$ cat src/rtl/poly_arbiter_pkg.sv
// Shared types for the two-client polynomial arbiter: sequencer states,
// datapath select codes, operand bundle and per-state control decode.
package poly_arbiter_pkg;

   localparam int unsigned X_W   = 8;
   localparam int unsigned D_W   = 16;
   localparam int unsigned SEL_W = 2;

   typedef enum logic [3:0] {
      IDLE = 4'd0,
      LOAD = 4'd1,
      SQ   = 4'd2,
      AXX  = 4'd3,
      BX   = 4'd4,
      ADD1 = 4'd5,
      ADD2 = 4'd6,
      CAPT = 4'd7,
      RESP = 4'd8
   } state_e;

   // M0 coefficient mux
   localparam logic [SEL_W-1:0] M0_A = 2'd0;
   localparam logic [SEL_W-1:0] M0_B = 2'd2;
   localparam logic [SEL_W-1:0] M0_C = 2'd3;

   // M1/M2 operand selects
   localparam logic [SEL_W-1:0] M_MUX0 = 2'd0;
   localparam logic [SEL_W-1:0] M_X    = 2'd1;
   localparam logic [SEL_W-1:0] M_S    = 2'd2;
   localparam logic [SEL_W-1:0] M_H    = 2'd3;

   localparam logic H_MUL = 1'b1;
   localparam logic H_ADD = 1'b0;

   typedef struct packed {
      logic [X_W-1:0] x;
      logic [D_W-1:0] a;
      logic [D_W-1:0] b;
      logic [D_W-1:0] c;
   } operand_t;

   typedef struct packed {
      logic             lx;
      logic             h;
      logic             ls;
      logic             lh;
      logic [SEL_W-1:0] m0;
      logic [SEL_W-1:0] m1;
      logic [SEL_W-1:0] m2;
   } dp_ctrl_t;

   // Datapath control word presented while the sequencer sits in st.
   function automatic dp_ctrl_t ctrl_for(input state_e st);
      dp_ctrl_t c;
      c = '0;
      case (st)
         LOAD: c.lx = 1'b1;
         SQ: begin
            c.m1 = M_X;   c.m2 = M_MUX0; c.h = H_MUL; c.ls = 1'b1;
         end
         AXX: begin
            c.m0 = M0_A;  c.m1 = M_MUX0; c.m2 = M_S;  c.h = H_MUL; c.lh = 1'b1;
         end
         BX: begin
            c.m0 = M0_B;  c.m1 = M_MUX0; c.m2 = M_MUX0; c.h = H_MUL; c.ls = 1'b1;
         end
         ADD1: begin
            c.m1 = M_S;   c.m2 = M_H;    c.h = H_ADD; c.lh = 1'b1;
         end
         ADD2: begin
            c.m0 = M0_C;  c.m1 = M_MUX0; c.m2 = M_H;  c.h = H_ADD; c.ls = 1'b1;
         end
         default: c = '0;
      endcase
      return c;
   endfunction

endpackage

$ cat src/rtl/poly_arbiter.sv
// Round-robin arbiter and sequencer for a shared a*x*x + b*x + c datapath;
// the datapath itself lives outside this module.
module poly_arbiter
   import poly_arbiter_pkg::*;
#(
   parameter int unsigned RR_INIT = 0
)(
   input  logic        clock,
   input  logic        reset,
   input  logic        req0,
   input  logic        req1,
   input  logic [7:0]  x0,
   input  logic [7:0]  x1,
   input  logic [15:0] a0,
   input  logic [15:0] a1,
   input  logic [15:0] b0,
   input  logic [15:0] b1,
   input  logic [15:0] c0,
   input  logic [15:0] c1,
   output logic        gnt0,
   output logic        gnt1,
   output logic        done0,
   output logic        done1,
   output logic [15:0] result,
   output logic        busy,
   output logic        dp_LX,
   output logic        dp_H,
   output logic        dp_LS,
   output logic        dp_LH,
   output logic [1:0]  dp_M0,
   output logic [1:0]  dp_M1,
   output logic [1:0]  dp_M2,
   output logic [7:0]  dp_x,
   output logic [15:0] dp_a,
   output logic [15:0] dp_b,
   output logic [15:0] dp_c,
   input  logic [15:0] dp_resultado
);

   state_e         state_q, state_d;
   logic           prio_q, prio_d;
   logic           win_q, win_d;
   operand_t       ops_q, ops_d;
   logic [D_W-1:0] result_q, result_d;
   dp_ctrl_t       ctrl_q, ctrl_d;
   logic           gnt0_q, gnt0_d, gnt1_q, gnt1_d;
   logic           done0_q, done0_d, done1_q, done1_d;
   logic           busy_q, busy_d;

   // Next state; outputs are decoded from the next state so they register
   // in step with state_q.
   always_comb begin
      state_d  = state_q;
      prio_d   = prio_q;
      win_d    = win_q;
      ops_d    = ops_q;
      result_d = result_q;

      case (state_q)
         IDLE: begin
            if (req0 || req1) begin
               win_d = (req0 && req1) ? prio_q : req1;
               if (win_d) ops_d = '{x: x1, a: a1, b: b1, c: c1};
               else       ops_d = '{x: x0, a: a0, b: b0, c: c0};
               state_d = LOAD;
            end
         end
         LOAD: state_d = SQ;
         SQ:   state_d = AXX;
         AXX:  state_d = BX;
         BX:   state_d = ADD1;
         ADD1: state_d = ADD2;
         ADD2: state_d = CAPT;
         CAPT: begin
            result_d = dp_resultado;
            state_d  = RESP;
         end
         RESP: begin
            prio_d  = ~win_q;
            state_d = IDLE;
         end
         default: state_d = IDLE;
      endcase

      gnt0_d  = (state_d == LOAD) && !win_d;
      gnt1_d  = (state_d == LOAD) &&  win_d;
      done0_d = (state_d == RESP) && !win_d;
      done1_d = (state_d == RESP) &&  win_d;
      busy_d  = (state_d != IDLE);
      ctrl_d  = ctrl_for(state_d);
   end

   always_ff @(posedge clock) begin
      if (reset) begin
         state_q  <= IDLE;
         prio_q   <= 1'(RR_INIT);
         win_q    <= 1'b0;
         ops_q    <= '0;
         result_q <= '0;
         ctrl_q   <= '0;
         gnt0_q   <= 1'b0;
         gnt1_q   <= 1'b0;
         done0_q  <= 1'b0;
         done1_q  <= 1'b0;
         busy_q   <= 1'b0;
      end else begin
         state_q  <= state_d;
         prio_q   <= prio_d;
         win_q    <= win_d;
         ops_q    <= ops_d;
         result_q <= result_d;
         ctrl_q   <= ctrl_d;
         gnt0_q   <= gnt0_d;
         gnt1_q   <= gnt1_d;
         done0_q  <= done0_d;
         done1_q  <= done1_d;
         busy_q   <= busy_d;
      end
   end

   assign gnt0   = gnt0_q;
   assign gnt1   = gnt1_q;
   assign done0  = done0_q;
   assign done1  = done1_q;
   assign busy   = busy_q;
   assign result = result_q;
   assign dp_LX  = ctrl_q.lx;
   assign dp_H   = ctrl_q.h;
   assign dp_LS  = ctrl_q.ls;
   assign dp_LH  = ctrl_q.lh;
   assign dp_M0  = ctrl_q.m0;
   assign dp_M1  = ctrl_q.m1;
   assign dp_M2  = ctrl_q.m2;
   assign dp_x   = ops_q.x;
   assign dp_a   = ops_q.a;
   assign dp_b   = ops_q.b;
   assign dp_c   = ops_q.c;

endmodule

$ cat config.mk
export PLATFORM = sky130hd
export DESIGN_NAME = poly_arbiter
export DESIGN_NICKNAME = d
export VERILOG_FILES = /design/src/rtl/poly_arbiter_pkg.sv /design/src/rtl/poly_arbiter.sv
export SDC_FILE = /design/constraint.sdc
export NUM_CORES = 1
export LEC_CHECK = 0
export ABC_AREA = 1
export CAP_MARGIN = 20
export CORE_UTILIZATION = 44
export DETAILED_ROUTE_END_ITERATION = 10
export HOLD_SLACK_MARGIN = 0.03
export PLACE_DENSITY = 0.86
export SLEW_MARGIN = 15
export SYNTH_ARGS = -nofsm -noshare
export SYNTH_HDL_FRONTEND = slang
export SYNTH_SLANG_ARGS = --single-unit
$ cat constraint.sdc
create_clock -name clock -period 3.46 [get_ports clock]
set_input_delay 0.519 -clock clock [delete_from_list [all_inputs] [get_ports clock]]
set_output_delay 0.519 -clock clock [all_outputs]
set_load 0.1 [all_outputs]
Yosys cells after proc, flatten, opt, wreduce, memory -nomap -nowiden
Index checks and enable logic that the tools add are counted.
{"block": "op_classes", "eq_ne": 15, "mux": 12, "bitwise": 1, "reduce_logical": 13}
{"cell": "$mux 56", "count": 1}
{"cell": "$pmux 4 s8", "count": 1}
{"cell": "$eq 4x3->1 const B", "count": 7}
{"cell": "$eq 4x2->1 const B", "count": 4}
{"cell": "$pmux 4 s4", "count": 1}
{"cell": "$eq 4x1->1 const B", "count": 2}
{"cell": "$eq 4x4->1 const B", "count": 2}
{"cell": "$mux 1", "count": 7}
{"cell": "$reduce_or 3->1", "count": 2}
{"cell": "$logic_and 1x1->1", "count": 5}
{"cell": "$logic_not 4->1", "count": 1}
{"cell": "$mux 4", "count": 1}
{"cell": "$pmux 2 s2", "count": 1}
{"cell": "$reduce_bool 4->1", "count": 1}
{"cell": "$reduce_and 2->1", "count": 1}
{"cell": "$reduce_or 2->1", "count": 1}
{"cell": "$logic_not 1->1", "count": 1}
{"cell": "$logic_or 1x1->1", "count": 1}
{"cell": "$not 1->1", "count": 1}
{"block": "word_totals", "regBits": 93, "inputBits": 132, "out_inout_bits": 87, "word_cells": 61}

Logic depth before layout (Yosys ltp)
Gate-level depths: netlist of run 1.
{"block": "logic_depth", "ltp_word": 6, "depth_mapped": 9}

Worst setup path before layout of run 1
Ideal clock, no wire load.
{"block": "synth_path", "path_kind": "register to output", "from": "register result_q[0], in the netlist result[0]", "to": "output result[0]", "t_arrival_ns": 0.925, "t_required_ns": 2.941, "slack_ns": 2.016, "stages_incl_launch_ff": 1, "path_buffers": 0, "cell_sequence": "dfxtp_1"}
{"element": "from (decl)", "line": "poly_arbiter.sv:44", "rtl": "logic [D_W-1:0] result_q, result_d;"}
{"element": "from (signal assigned)", "line": "poly_arbiter.sv:111", "rtl": "result_q <= result_d;"}
{"element": "to (decl)", "line": "poly_arbiter.sv:24", "rtl": "output logic [15:0] result,"}
No word-level cell between the ends.

Final worst setup path of run 1
{"block": "layout_path", "from": "register ops_q (netlist bit dp_a[1])", "to": "output dp_a[1]"}
{"element": "from (decl)", "line": "poly_arbiter.sv:43", "rtl": "operand_t ops_q, ops_d;"}
{"element": "from (signal assigned)", "line": "poly_arbiter.sv:110", "rtl": "ops_q <= ops_d;"}
{"element": "to (decl)", "line": "poly_arbiter.sv:34", "rtl": "output logic [15:0] dp_a,"}
No word-level cell between the ends.

==> results of run 1 <==
## cell type report
class	instances	area, um2	share of cell area (%)
multi-input combinational	495	1940	28.2
sequential	93	1860	27.1
timing repair buffer	223	2240	32.7
inverter	127	477	6.94
clock buffer	10	128	1.86
clock inverter	6	53.8	0.783
tap	133	166	2.42
## cell families after synthesis
group	share of synthesized area (%)
buffers and inverters	14.7
and+or+nand+nor	40.5
DFF	42.0
AOI/OAI and AO/OA	2.82
## worst max-delay path by stage
stage	start	to	cells past startpoint
floorplan	result[0]	result[0]	0
global placement	req1	dp_b[11]	8
detailed placement	req1	dp_a[8]	8
CTS	dp_b[6]	dp_b[6]	1
global route	dp_b[8]	dp_b[8]	1
finish	dp_a[1]	dp_a[1]	1
## routing by layer
metal / GRT usage, % / share of wire (%)
met2: 38.2 / 47
met3: 6.29 / 8.1
met4: 7.80 / 2.1
met5: 0 / 0
met1: 25.1 / 42
## through the flow
step                cell area (um2)  power (mW)  utilization [%]  hold slack (ns)  std cells
floorplan                      4440        2.31                -            0.426        750
global placement               6690        2.71             68.4            0.461       1071
detailed placement             6690        2.73             68.4            0.471       1071
CTS                            6870        3.41             70.3            0.489       1087
global route                   6870        3.56             70.3            0.513       1087
finish                         6870        3.38             70.3            0.494       1087
## flip-flops by register name, indices dropped and copies added, names as in the netlist, 2 cells and up
signal / count
dp_M0: 2
state_q: 4
result: 16
dp_a: 16
dp_c: 16
dp_M1: 2
dp_x: 8
dp_b: 16
dp_M2: 2
## power by group
group          internal [mW]  switching, mW
combinational          0.424           1.05
clock                  0.277          0.405
sequential              1.17         0.0503
## cells in the final DEF (no fill, tap or decap)
cell,instances
nand2_1,244
clkdlybuf4s50_1,218
nor2_1,216
inv_1,125
dfxtp_1,93
o21ai_0,17
clkbuf_8,9
a21oi_1,4
nor2_4,3
nand3_1,3
buf_4,3
inv_2,2
a31oi_1,2
inv_6,2
inv_8,2
buf_12,2
nand3_2,1
nand2_4,1
nor2_2,1
nand2_2,1
a211oi_1,1
nand4_1,1
clkinv_2,1
clkbuf_1,1
clkinv_4,1
==> results.sh, run 1 <==
export IMPL_run_status="finished, final reports clean"
export IMPL_cts_reportedPaths_clkPinSlew_ns=0.10
export IMPL_gp_congestion=0.811
export IMPL_syn_cell_area_um2=4440
export IMPL_synth_common_cells="nand2_1, nor2_1, inv_1"
export IMPL_path_buf_inv=1
export IMPL_yosysTopAreaCellShare_pct=42.0
export IMPL_syn_to_final_growth_pct=54.8
export IMPL_cp_slowest_cell="clkdlybuf4s50_1"
export IMPL_ioPinCount=219
export IMPL_whs_path_depth=2
export IMPL_start_kind="flip-flop"
export IMPL_synth_area_leaders="dfxtp_1, nand2_1, nor2_1"
export IMPL_ir_drop_mv=0.258
export IMPL_end_kind="primary output"
export IMPL_synthFlopType="dfxtp_1"
export IMPL_r2r_start="state_q[3]"
export IMPL_cp_max_fo=2
export IMPL_final_nets=1081
export IMPL_p_leak_nw=3.43
export IMPL_path_cells="clkdlybuf4s50_1"
export IMPL_ant_nets=0
export IMPL_dpl_worst_slack_ns=0.963
export IMPL_yosysWarnings=0
export IMPL_insertion_delay_ns=0.35
export IMPL_cellPowerDensity_nw_per_um2=492
export IMPL_drc=0
export IMPL_dieArea_um2=10500
export IMPL_reg2regPathDepth=6
export IMPL_routed_via_count=4614
export IMPL_core_area_um2=9770
export IMPL_routed_via_density=4.24
export IMPL_slew_headroom_pct=30.5
export IMPL_synth_edf_count=0
export IMPL_io_buffers=218
export IMPL_ys_ff_latch=93
export IMPL_hold_buffers=0
export IMPL_arrival_ns=1.86
export IMPL_initial_core_util_pct=45.4
export IMPL_drive_above_1_share_pct=3.04
export IMPL_dp_hpwl_um=8520
export IMPL_fmax_ghz=0.420
export IMPL_synth_top_area_cell="dfxtp_1"
export IMPL_overflow=0
export IMPL_drv_cap=0
export IMPL_path_delay_family="buffers and inverters"
export IMPL_synth_area_per_cell_um2=5.92
export IMPL_fill_cells=869
export IMPL_worstHoldStart="result[10]"
export IMPL_drt_initial_drc_count=129
export IMPL_grt_max_degree=80
export IMPL_holdCritPathClass="flip-flop to flip-flop"
export IMPL_slowest_delay_ns=1.14
export IMPL_finalSetupViolCount=0
export IMPL_drt_wl_total_um=11500
export IMPL_final_setup_worst_slack_ns=1.08
export IMPL_synthArstFlopShare_pct=0
export IMPL_num_rows=36
export IMPL_finalCritPeriodShare_pct=68.7
export IMPL_antenna_found_initial=0
export IMPL_synth_cells=750
export IMPL_tritoncts="yes"
export IMPL_critPathKind="flip-flop to primary output"
export IMPL_worst_ep_required_time_ns=2.94
export IMPL_synth_distinct_cells=18
export IMPL_cts_sinks=93
export IMPL_grt_pass1_vias=4055
export IMPL_numCtsBuffers=9
export IMPL_gr_usage_all_layers_pct=21.8
export IMPL_die_x_um=102
export IMPL_post_cts_buffers=0
export IMPL_hold_viol_final=0
export IMPL_antennaDiodeCount=0
export IMPL_yosysSeqAreaShare_pct=42.0
export IMPL_tightest_slew_ns=1.04
export IMPL_cts_root_buf="clkbuf_8"
export IMPL_syn_num_nets=882
export IMPL_firstDrtPassIters=4
export IMPL_setup_tns_ns=0
export IMPL_r2r_end="dp_a[15]"
export IMPL_synth_most_common_cell="nand2_1"
export IMPL_clock_skew_final_ns=0.0141
export IMPL_final_max_slew_viol_count=0
export IMPL_whs_endpoint="result[10]"
export IMPL_grt_pass1_wl_um=18000
export IMPL_post_drt_wl_per_cell_um=10.6
export IMPL_reg2reg_slack_ns=1.61
export IMPL_die_y_um=102
export IMPL_period_minus_slack_ns=2.38
export IMPL_cts_buffer_depth=2
export IMPL_cts_resized=0
export IMPL_h_tree_depth=3
export IMPL_grt_setup_unrepaired="no"
Note: power is estimated with default switching activity, not from simulation.
==> inputs of run 2 (changes only) <==
--- a/config.mk
+++ b/config.mk
@@ -7,10 +7,10 @@
 export LEC_CHECK = 0
 export ABC_AREA = 1
 export CAP_MARGIN = 20
-export CORE_UTILIZATION = 44
+export CORE_UTILIZATION = 41
 export DETAILED_ROUTE_END_ITERATION = 10
 export HOLD_SLACK_MARGIN = 0.03
-export PLACE_DENSITY = 0.86
+export PLACE_DENSITY = 0.81
 export SLEW_MARGIN = 15
 export SYNTH_ARGS = -nofsm -noshare
 export SYNTH_HDL_FRONTEND = slang
==> constraint.sdc (replaced) <==
create_clock -name clock -period 2.3 [get_ports clock]
set_input_delay 0.345 -clock clock [delete_from_list [all_inputs] [get_ports clock]]
set_output_delay 0.345 -clock clock [all_outputs]
set_load 0.1 [all_outputs]
==> run 2 against run 1 <==
Cell area fell by 1.6%. Setup slack got worse by 0.37 ns. Wire length down 3.2%. Global-route usage is 1.8 points lower. Critical path depth increased by 5. Sequential power is 51% higher. Sequential share of layout area up 0.43 points. Clock power rose by 63%. Flip-flop and latch count unchanged. Via count decreased by 1.4%. Cell count rose by 0.74%. Highest routed layer unchanged.
==> results.sh, run 2 (synthesis gave the netlist of run 1 again) <==
export IMPL_run_status="finished, final reports clean"
export IMPL_critPathKind="flip-flop to flip-flop"
export IMPL_setup_tns_ns=0
export IMPL_worst_ep_required_time_ns=2.61
export IMPL_start_kind="flip-flop"
export IMPL_gr_usage_all_layers_pct=20.0
export IMPL_slowest_delay_ns=0.46
export IMPL_io_buffers=218
export IMPL_startpoint="state_q[2]"
export IMPL_p_clk_share_pct=21.6
export IMPL_grt_setup_unrepaired="no"
export IMPL_finalSetupViolCount=0
export IMPL_antennaDiodeCount=0
export IMPL_final_util_pct=64.9
export IMPL_cellPowerDensity_nw_per_um2=758
export IMPL_cp_slowest_cell="dfxtp_1"
export IMPL_end_kind="flip-flop"
export IMPL_syn_to_final_growth_pct=52.4
export IMPL_hold_buffers=0
export IMPL_cp_max_fo=17
export IMPL_final_nets=1086
export IMPL_overflow=0
export IMPL_ir_drop_mv=0.398
export IMPL_p_leak_nw=3.63
export IMPL_cts_root_buf="clkbuf_8"
export IMPL_reg2reg_slack_ns=0.71
export IMPL_finalCritPeriodShare_pct=69.2
export IMPL_final_max_slew_viol_count=0
export IMPL_routed_via_density=4.15
export IMPL_post_cts_buffers=0
export IMPL_clock_skew_final_ns=0.0155
export IMPL_firstDrtPassIters=4
export IMPL_drt_initial_drc_count=197
export IMPL_period_minus_slack_ns=1.59
export IMPL_hold_viol_final=0
export IMPL_switching_share_pct=45.2
export IMPL_grt_pass1_vias=3979
export IMPL_placed_area_um2=6550
export IMPL_dieArea_um2=11200
export IMPL_grt_max_degree=38
export IMPL_tritoncts="yes"
export IMPL_p_total_mw=5.13
export IMPL_drt_wl_total_um=11100
export IMPL_final_cell_mix="nand2_1, nor2_1, clkdlybuf4s50_1, inv_1, dfxtp_1"
export IMPL_die_x_um=106
export IMPL_pwr_share_seq_pct=35.9
export IMPL_cts_resized=0
export IMPL_drive_above_1_share_pct=12.7
export IMPL_ant_nets=0
export IMPL_arrival_ns=1.90
export IMPL_cts_sinks=93
export IMPL_numCtsBuffers=9
export IMPL_drc=0
export IMPL_r2r_end="done1"
export IMPL_core_area_um2=10400
export IMPL_die_y_um=106
export IMPL_insertion_delay_ns=0.37
export IMPL_gp_congestion=0.784
export IMPL_path_cells="inv_1 -> nor2_2 -> nand2_2 -> inv_2 -> nand2_1 -> nor2_1"
export IMPL_h_tree_depth=3
export IMPL_ioPinCount=219
export IMPL_cts_buffer_depth=2
export IMPL_num_rows=37
export IMPL_drv_cap=0
export IMPL_p_int_mw=2.81
export IMPL_initial_core_util_pct=42.6
export IMPL_whs_path_depth=2
export IMPL_cts_reportedPaths_clkPinSlew_ns=0.11
export IMPL_path_buf_inv=2
export IMPL_path_delay_family="simple AND/OR/NAND/NOR gates"
export IMPL_routed_via_count=4549
export IMPL_reg2regPathDepth=6
export IMPL_post_drt_wl_per_cell_um=10.1
export IMPL_critical_path_depth=6
export IMPL_tightest_slew_ns=0.449
export IMPL_antenna_found_initial=0
export IMPL_dp_hpwl_um=8230
export IMPL_setup_worst_path_end="done1"
export IMPL_comb_power_share_pct=42.4
export IMPL_holdCritPathClass="flip-flop to flip-flop"
export IMPL_power_switching_mw=2.32
export IMPL_grt_pass1_wl_um=18100
export IMPL_slew_headroom_pct=70.0
export IMPL_final_common_cell="nand2_1"
export IMPL_fin_area_um2=6760
export IMPL_r2r_start="state_q[2]"
export IMPL_fmax_ghz=0.628
-- run 2: power groups by stage --
stage	Clock (mW)	Combinational [mW]	Sequential [mW]
after floorplan	0	0.548	2.93
after detailed placement	0	2.19	1.88
after global placement	0	2.18	1.87
after global routing	1.22	2.32	1.86
after CTS	1.14	2.19	1.84
final	1.11	2.18	1.84
-- run 2: area by class of cell --
| type | instances | area (um2) |
|---|---|---|
| fill | 979 | 3650 |
| multi-input combinational | 495 | 1940 |
| sequential | 93 | 1860 |
| timing repair buffer | 228 | 2100 |
| inverter | 127 | 477 |
| clock buffer | 9 | 124 |
| clock inverter | 7 | 88.8 |
| tap | 136 | 170 |
-- run 2: worst min path at each step --
stage,slack (ns),endpoint,startpoint
2_1_floorplan,0.41,dp_M2[1],reset
4_1_cts,0.47,prio_q,prio_q
3_3_place_gp,0.46,prio_q,prio_q
6_report,0.46,prio_q,prio_q
3_5_place_dp,0.45,prio_q,prio_q
5_1_grt,0.51,prio_q,prio_q
-- run 2: worst register-to-register path: cells and delay by family, from the launching register on --
family                 cells  cell delay [ns]
AND/OR/NAND/NOR            4             0.64
flip-flops                 1             0.46
buffers and inverters      2             0.43
-- run 2: metrics by stage --
stage,setup slack [ns],hold WS (ns),cells
after global placement,0.423,0.455,1079
after CTS,0.694,0.467,1095
after detailed placement,0.404,0.452,1079
after global routing,0.499,0.512,1095
after floorplan,1.01,0.414,750
final,0.707,0.465,1095
-- run 2: per-layer routing --
metal | GRT usage, % | share of wire [%] | vias to the layer above
li1 | - | - | 2542
met1 | 22.5 | 43 | 1861
met2 | 35.8 | 48 | 134
met3 | 6.38 | 7.6 | 12
met4 | 5.85 | 1.4 | 0
met5 | 0 | 0 | -
==> inputs of run 3 (changes only) <==
==> constraint.sdc (replaced) <==
create_clock -name clock -period 1.55 [get_ports clock]
set_input_delay 0.2325 -clock clock [delete_from_list [all_inputs] [get_ports clock]]
set_output_delay 0.2325 -clock clock [all_outputs]
set_load 0.1 [all_outputs]
==> run 3 against run 2 <==
Die area is the same. Fmax grew 13%. Global-route usage grew 2.8 points. First-iteration DRC count grew 16%. Utilization grew 12 points. Total power grew 65%. Largest power group unchanged. Non-clock buffer count grew 12. Combinational power grew 81%. Flip-flop and latch count is the same. Critical endpoint is now dp_b[0]. Cell count grew 1.1%.
==> results.sh, run 3 (synthesis gave the netlist of run 1 again) <==
export IMPL_register_area_um2=1860
export IMPL_drv_cap=0
export IMPL_final_nets=1098
export IMPL_drt_wl_total_um=12900
export IMPL_die_y_um=106
export IMPL_cts_buffer_depth=2
export IMPL_drt_initial_drc_count=229
export IMPL_cts_root_buf="clkbuf_8"
export IMPL_core_area_um2=10400
export IMPL_io_buffers=218
export IMPL_grt_max_degree=50
export IMPL_setup_tns_ns=0
export IMPL_p_int_mw=4.81
export IMPL_tritoncts="yes"
export IMPL_post_drt_wl_per_cell_um=11.7
export IMPL_overflow=0
export IMPL_power_switching_mw=3.65
export IMPL_switching_share_pct=43.1
export IMPL_hold_buffers=0
export IMPL_slew_headroom_pct=82.9
export IMPL_antennaDiodeCount=0
export IMPL_slowest_delay_ns=0.38
export IMPL_finalCritPeriodShare_pct=91.1
export IMPL_path_cells="nor2_4 -> nand2_1 -> nor2_4 -> buf_12 -> clkbuf_16 -> nand2_1 -> nor2_1 -> nor2_1"
export IMPL_gp_congestion=0.846
export IMPL_gr_usage_all_layers_pct=22.8
export IMPL_final_common_cell="nand2_1"
export IMPL_die_x_um=106
export IMPL_comb_power_share_pct=46.5
export IMPL_multi_input_area_um2=1950
export IMPL_fin_area_um2=8060
export IMPL_final_max_slew_viol_count=0
export IMPL_finalSetupViolCount=0
export IMPL_run_status="finished, final reports clean"
export IMPL_cp_slowest_cell="dfxtp_1"
export IMPL_ant_nets=0
export IMPL_cts_sinks=93
export IMPL_tightest_slew_ns=0.256
export IMPL_period_minus_slack_ns=1.41
export IMPL_h_tree_depth=3
export IMPL_grt_setup_unrepaired="no"
export IMPL_dpl_worst_slack_ns=-0.0193
export IMPL_holdCritPathClass="input port to flip-flop"
export IMPL_arrival_ns=1.67
export IMPL_start_kind="flip-flop"
export IMPL_placed_area_um2=7750
export IMPL_grt_pass1_wl_um=20400
export IMPL_cellPowerDensity_nw_per_um2=1050
export IMPL_ir_drop_mv=0.579
export IMPL_clock_skew_final_ns=0.0159
export IMPL_initial_core_util_pct=42.6
export IMPL_path_buf_inv=2
export IMPL_p_total_mw=8.46
export IMPL_fill_cells=756
export IMPL_dieArea_um2=11200
export IMPL_syn_to_final_growth_pct=81.6
export IMPL_drc=0
export IMPL_grt_pass1_vias=4469
export IMPL_routed_via_density=4.41
export IMPL_final_cell_mix="nand2_1, nor2_1, clkdlybuf4s50_1, inv_1, buf_12"
export IMPL_firstDrtPassIters=4
export IMPL_p_leak_nw=4.02
export IMPL_dp_hpwl_um=9630
export IMPL_num_rows=37
export IMPL_final_setup_worst_slack_ns=0.139
export IMPL_fmax_ghz=0.708
export IMPL_p_clk_share_pct=19.8
export IMPL_drive_above_1_share_pct=13.9
export IMPL_routed_via_count=4887
export IMPL_cts_reportedPaths_clkPinSlew_ns=0.11
export IMPL_hold_viol_final=0
export IMPL_end_kind="flip-flop"
export IMPL_worst_ep_required_time_ns=1.81
export IMPL_cp_max_fo=12
export IMPL_insertion_delay_ns=0.37
export IMPL_ioPinCount=219
export IMPL_numCtsBuffers=9
export IMPL_pwr_share_seq_pct=33.7
export IMPL_path_delay_family="simple AND/OR/NAND/NOR gates"
export IMPL_critPathKind="flip-flop to flip-flop"
export IMPL_antenna_found_initial=0
[run 3: cell types whose count changed in the layout (fill, tap and decap cells not counted)]
cell	delta
buf_12	+93
buf_4	-83
clkbuf_16	+2
inv_6	+2
clkinv_4	-1
dfxtp_1	-1
dfxtp_2	+1
inv_8	-1
nand2_2	-1
nand2_4	+1
nor2_2	-1
nor2_4	+1
[run 3: worst register-to-register path, stage by stage (launching register included)]
cell	delay [ns]
dfxtp_1	0.38
nor2_4	0.16
nand2_1	0.12
nor2_4	0.15
buf_12	0.14
clkbuf_16	0.16
nand2_1	0.07
nor2_1	0.09
nor2_1	0.04
[run 3: path summary, 6_finish.rpt]
| path | startpoint | end | slack (ns) | cells after the start |
|---|---|---|---|---|
| worst max register to register | state_q[0] | dp_b[0] | 0.14 | 8 |
| worst min register to register | prio_q | prio_q | 0.49 | 2 |
| worst max-delay path | state_q[0] | dp_b[0] | 0.14 | 8 |
| worst min-delay path | dp_resultado[8] | result[8] | 0.47 | 3 |
[run 3: timing repair]
action	in CTS	in global routing
resized for setup	0	3
endpoints found under the setup margin	0	23
buffers inserted	0	4
[run 3: power groups by stage]
stage               Combinational, mW  Sequential, mW  Clock (mW)
CTS                              3.86            2.85        1.73
floorplan                       0.814            4.35           0
finish                           3.94            2.85        1.67
detailed placement               3.86            2.91           0
global placement                 3.82            2.89           0
global route                     4.16            2.88        1.85
[run 3: layer usage]
metal / vias to the layer above / routed length (um) / GRT usage [%]
li1: 2568 / - / -
met1: 2120 / 4980 / 24.7
met2: 176 / 6830 / 43.2
met3: 23 / 834 / 4.90
met4: 0 / 281 / 8.23
met5: - / 0 / 0
[run 3: through the flow]
step	utilization (%)	cells	hold slack (ns)
4_1_cts	76.4	1101	0.459
2_1_floorplan	-	750	0.302
3_5_place_dp	74.4	1085	0.468
5_1_grt	77.4	1107	0.486
3_3_place_gp	74.4	1085	0.454
6_report	77.4	1107	0.473
[run 3: layout make-up]
type | count | area share [%]
multi-input cells | 495 | 24.2
clock buffers | 9 | 1.54
well taps | 136 | 2.11
flip-flops and latches | 93 | 23.1
repair buffers | 240 | 42.1
clock inverters | 7 | 1.07
inverters | 127 | 5.91
==> edit 1 (config.mk and constraints of run 2) <==
Take the reset off `result_q` and load it in a clocked block of its own.
--- a/src/rtl/poly_arbiter.sv
+++ b/src/rtl/poly_arbiter.sv
@@ -96,7 +96,6 @@
          prio_q   <= 1'(RR_INIT);
          win_q    <= 1'b0;
          ops_q    <= '0;
-         result_q <= '0;
          ctrl_q   <= '0;
          gnt0_q   <= 1'b0;
          gnt1_q   <= 1'b0;
@@ -108,7 +107,6 @@
          prio_q   <= prio_d;
          win_q    <= win_d;
          ops_q    <= ops_d;
-         result_q <= result_d;
          ctrl_q   <= ctrl_d;
          gnt0_q   <= gnt0_d;
          gnt1_q   <= gnt1_d;
@@ -116,6 +114,10 @@
          done1_q  <= done1_d;
          busy_q   <= busy_d;
       end
+   end
+
+   always_ff @(posedge clock) begin
+      result_q <= result_d;
    end
 
    assign gnt0   = gnt0_q;
Formal check against the unedited RTL: differs if reset is asserted again (counterexample within 10 cycles, from zero or initial values and one cycle with reset high); with reset held inactive, the same outputs for 10 cycles.
==> edit 1 against run 2 <==
  * Total power shrank 1.4%
  * Synthesized area shrank 0.14%
  * Final area shrank 1.3%
  * Sequential cell count is the same
  * Worst setup slack gained 91 ps
  * Wire length is essentially flat
  * Sequential share of layout area grew 2.8 points
==> edit 1: results (changes against run 2) <==
stage;metric;value;unit;change
status;run_status;finished, final reports clean;;unchanged
power_and_ir_drop;p_leak;3.57;nW;was 3.63 nW
timing;tightest_slew;421;ps;was 449 ps
power_and_ir_drop;vdd_drop_max;0.385;mV;was 0.398 mV
cts;clk_pin_slew_worst_paths;90;ps;was 110 ps
power_and_ir_drop;pg_clk;0.00103;W;was 0.00111 W
logic_synthesis;yosys-top-cells-count;nand2_1 (244), nor2_1 (185), inv_1 (126), dfxtp_1 (77), edfxtp_1 (16);;was nand2_1 (245), nor2_1 (216), inv_1 (126), dfxtp_1 (93), clkbuf_1 (18)
timing;fin_skew;4.42;ps;was 15.5 ps
global_routing;grt_use_total;0.201;;was 0.200
finish;drive_gt1_frac;0.132;;was 0.127
global_routing;grt_pass1_wl;17.9;mm;was 18.1 mm
logic_synthesis;synth_nets;831;;was 882
power_and_ir_drop;seq-power;0.00189;W;was 0.00184 W
worst_setup_path;crit_fanout;32;;was 17
placement;hpwl;8.32;mm;was 8.23 mm
detailed_routing;viasPerCell;4.18;;was 4.15
logic_synthesis;synth_area_leaders;dfxtp_1 (35%), nand2_1 (21%), nor2_1 (16%);;was dfxtp_1 (42%), nand2_1 (21%), nor2_1 (18%)
global_routing;grt_pass1_vias;3978;;was 3979
power_and_ir_drop;switchingPower;0.00225;W;was 0.00232 W
finish;nets;1038;;was 1086
logic_synthesis;synth_edf_count;16;;was 0
global_routing;grt_start_max_net_pins;51;;was 38
logic_synthesis;yosysUniqueCellTypes;17;;was 18
worst_setup_path;crit_arrival;1760;ps;was 1900 ps
detailed_routing;initialDrtViolationCount;135;;was 197
logic_synthesis;synth_compound_area_frac;0.00875;;was 0.0282
==> edit 1: changes by cell type in the layout (fill, tap and decap cells not counted), moves of 3 or more <==
cell / delta
clkinv_8: -3
dfxtp_1: -16
edfxtp_1: +16
inv_6: +3
nor2_1: -31
o21ai_0: -17
==> edit 1: routing by layer <==
layer	vias up	wire length [um]	share of wire	track usage
li1	2402	-	-	-
met1	1793	4600	0.41	0.231
met2	156	5310	0.48	0.349
met3	22	920	0.083	0.0601
met4	0	280	0.025	0.0833
met5	-	0	0	0
==> edit 1: kinds of logic (layout without fill, tap and decap cells) <==
family,Yosys count,in the layout
and+or+nand+nor,440,440
buffers and inverters,159,371
DFF,93,93
AOI/OAI and AO/OA,7,7
==> edit 1: metrics by stage <==
step                power (W)  hold slack [ps]  instances  instance area (sq um)
finish                0.00506              487       1047                   6680
CTS                   0.00511              488       1047                   6680
detailed placement    0.00408              474       1031                   6490
global placement      0.00406              459       1031                   6490
global route          0.00534              501       1047                   6680
floorplan             0.00352              414        699                   4430
==> edit 1: worst max-delay path: cells and delay by family, from the launching register on <==
family | cells | cell delay, ps
buffers and inverters | 1 | 340
flip-flops | 1 | 450
AND/OR/NAND/NOR | 6 | 610
==> edit 1: worst paths after layout <==
path / from / to / slack (ps) / depth (start not counted)
worst min-delay path: prio_q / prio_q / 490 / 2
worst min register to register: prio_q / prio_q / 490 / 2
worst max register to register: state_q[3] / dp_x[3] / 800 / 7
worst max-delay path: state_q[3] / dp_x[3] / 800 / 7
==> edit 1: layout make-up <==
class,instances,area [sq um]
fillers,973,3740
repair buffers,228,2080
flip-flops and latches,93,2020
well taps,136,170
inverters,127,477
clock buffers,9,124
multi-input cells,447,1750
clock inverters,7,60.1
==> edit 2 (settings of run 2) <==
Made on the original files. Re-encode `state_e` (9 states) as Gray code, 4 bits wide.
--- a/src/rtl/poly_arbiter_pkg.sv
+++ b/src/rtl/poly_arbiter_pkg.sv
@@ -7,15 +7,15 @@
    localparam int unsigned SEL_W = 2;
 
    typedef enum logic [3:0] {
-      IDLE = 4'd0,
-      LOAD = 4'd1,
-      SQ   = 4'd2,
-      AXX  = 4'd3,
-      BX   = 4'd4,
-      ADD1 = 4'd5,
-      ADD2 = 4'd6,
-      CAPT = 4'd7,
-      RESP = 4'd8
+      IDLE = 4'b0000,
+      LOAD = 4'b0001,
+      SQ   = 4'b0011,
+      AXX  = 4'b0010,
+      BX   = 4'b0110,
+      ADD1 = 4'b0111,
+      ADD2 = 4'b0101,
+      CAPT = 4'b0100,
+      RESP = 4'b1100
    } state_e;
 
    // M0 coefficient mux
Function: same outputs for any inputs over 10 cycles, from zero or initial values and one cycle with reset high; not proved beyond that.
==> edit 2 against run 2 <==
  * Count of clock-buffer cells in the layout did not move
  * Sequential cell count did not move
  * Synthesized area about the same
  * Critical path depth unchanged
  * Wire length increased by 2.8%
  * Final area is 1.0% lower
  * Maximum frequency up 2.6%
  * Worst setup slack improved by 40 ps
  * Highest routed layer unchanged
Power is left out: the tool's default activity adds up to more than one toggle a clock period on the data nets, which glitch-free logic cannot reach.
==> edit 2: results (changes against run 2) <==
stage;metric;value;unit;change
global_routing;grt_pass1_vias;4157;;was 3979
global_routing;grt_use_total;0.203;;was 0.200
worst_hold_path;hold-path-endpoint;prio_q;;unchanged
detailed_routing;firstDrtPassIters;4;;unchanged
finish;drive_gt1_frac;0.128;;was 0.127
timing;tightest_slew;359;ps;was 449 ps
logic_synthesis;ys_async_sr_fraction;0;;unchanged
logic_synthesis;synth_flop_cell;dfxtp_1;;unchanged
placement;place_congestion;0.772;;was 0.784
worst_setup_path;crit_fanout;17;;unchanged
cts;cts_max_path_buffers;2;;unchanged
logic_synthesis;yosysUniqueCellTypes;21;;was 18
cts;post_cts_resized;0;;unchanged
cts;insertion_delay;360;ps;
finish;fillCellCount;1021;;was 979
logic_synthesis;synth_nets;876;;was 882
cts;clk_pin_slew_worst_paths;100;ps;
detailed_routing;initialDrtViolationCount;163;;was 197
cts;cts_buffers;9;;unchanged
cts;ctsRootBufferMaster;clkbuf_8;;unchanged
worst_setup_path;rr_worst_depth;6;;unchanged
timing;fin_skew;17.8;ps;was 15.5 ps
logic_synthesis;yosys-top-cells-count;nand2_1 (238), nor2_1 (211), inv_1 (125), dfxtp_1 (93), clkbuf_1 (19);;was nand2_1 (245), nor2_1 (216), inv_1 (126), dfxtp_1 (93), clkbuf_1 (18)
finish;diodes;0;;unchanged
detailed_routing;vias;4595;;was 4549
worst_hold_path;holdCritStartpoint;prio_q;;unchanged
worst_hold_path;hold_class;reg -> reg;;unchanged
detailed_routing;dr_wl_met3;764;um;was 846 um
global_routing;grt_start_max_net_pins;73;;was 38
global_routing;antenna_found_initial;0;;unchanged
placement;hpwl;8.32;mm;was 8.23 mm
finish;nets;1077;;was 1086
worst_setup_path;timing.rr.start;state_q[2];;unchanged
global_routing;grt_pass1_wl;18.5;mm;was 18.1 mm
worst_setup_path;crit_arrival;1840;ps;was 1900 ps
logic_synthesis;synth_area_leaders;dfxtp_1 (42%), nand2_1 (20%), nor2_1 (18%);;was dfxtp_1 (42%), nand2_1 (21%), nor2_1 (18%)
logic_synthesis;yosysWarnings;0;;unchanged
detailed_routing;routedWlPerCell;10.5;um;was 10.1 um
detailed_routing;wl_met1;4.84;mm;was 4.75 mm
cts;cts_htree_levels;3;;unchanged
detailed_routing;wl_met2;5.56;mm;was 5.36 mm
worst_setup_path;reg2reg_slack;750;ps;was 710 ps
logic_synthesis;synth-seq-area-share;0.419;;was 0.420
cts;post_cts_buffers;0;;unchanged
status;run_status;finished, final reports clean;;unchanged
cts;hold_buffers;0;;unchanged
placement;port_buffers;218;;unchanged
detailed_routing;highest_layer;met4;;unchanged
worst_hold_path;whs_path_depth;2;;unchanged
worst_setup_path;rr_endpoint;done1;;unchanged
## edit 2: changes by cell type in the layout (fill, tap and decap cells not counted), moves of 2 or more
cell      before  now
clkinv_8       3    0
inv_6          1    3
nand2_1      244  237
nand3_1        3    6
nor2_1       216  211
## edit 2: kinds of logic after synthesis
kind of cell           after synthesis  synth area share
AOI/OAI and AO/OA                   25            0.0296
buffers and inverters              163             0.150
DFF                                 93             0.419
and+or+nand+nor                    463             0.402
## edit 2: critical path, cell delays in order, from the launching register on
cell and delay, ps:
dfxtp_1 500, inv_2 80, nor2_4 140, nand2_2 200, inv_2 290, nand2_1 170
nor2_1 120
## edit 2: per-stage QoR
step	hold slack, ps	std cells	setup slack, ps	instance area [sq um]	util
6_report	469	1086	747	6700	0.643
3_5_place_dp	458	1070	472	6510	0.625
4_1_cts	473	1086	738	6700	0.643
3_3_place_gp	445	1070	519	6510	0.625
2_1_floorplan	426	744	996	4440	-
5_1_grt	494	1086	524	6700	0.643
## edit 2: how the worst max path moves through the flow
stage	startpoint	to	slack, ps	cells past startpoint
2_1_floorplan	state_q[1]	dp_c[0]	1000	9
3_5_place_dp	req1	dp_c[1]	470	9
6_report	state_q[2]	done1	750	6
5_1_grt	state_q[2]	done1	520	6
3_3_place_gp	req1	dp_x[0]	520	9
4_1_cts	state_q[2]	done1	740	6
## edit 2: final cells by class
| type | count | area (sq um) | area share |
|---|---|---|---|
| Timing Repair Buffer | 226 | 2070 | 0.310 |
| Multi-Input combinational cell | 488 | 1930 | 0.288 |
| Sequential cell | 93 | 1860 | 0.278 |
| Inverter | 127 | 477 | 0.0712 |
| Tap cell | 136 | 170 | 0.0254 |
| Clock buffer | 9 | 124 | 0.0185 |
| Clock inverter | 7 | 61.3 | 0.00916 |
## edit 2: per-layer routing
metal	vias up	track usage
met2	130	0.365
met4	0	0.0675
met5	-	0
met3	20	0.0601
li1	2518	-
met1	1927	0.229
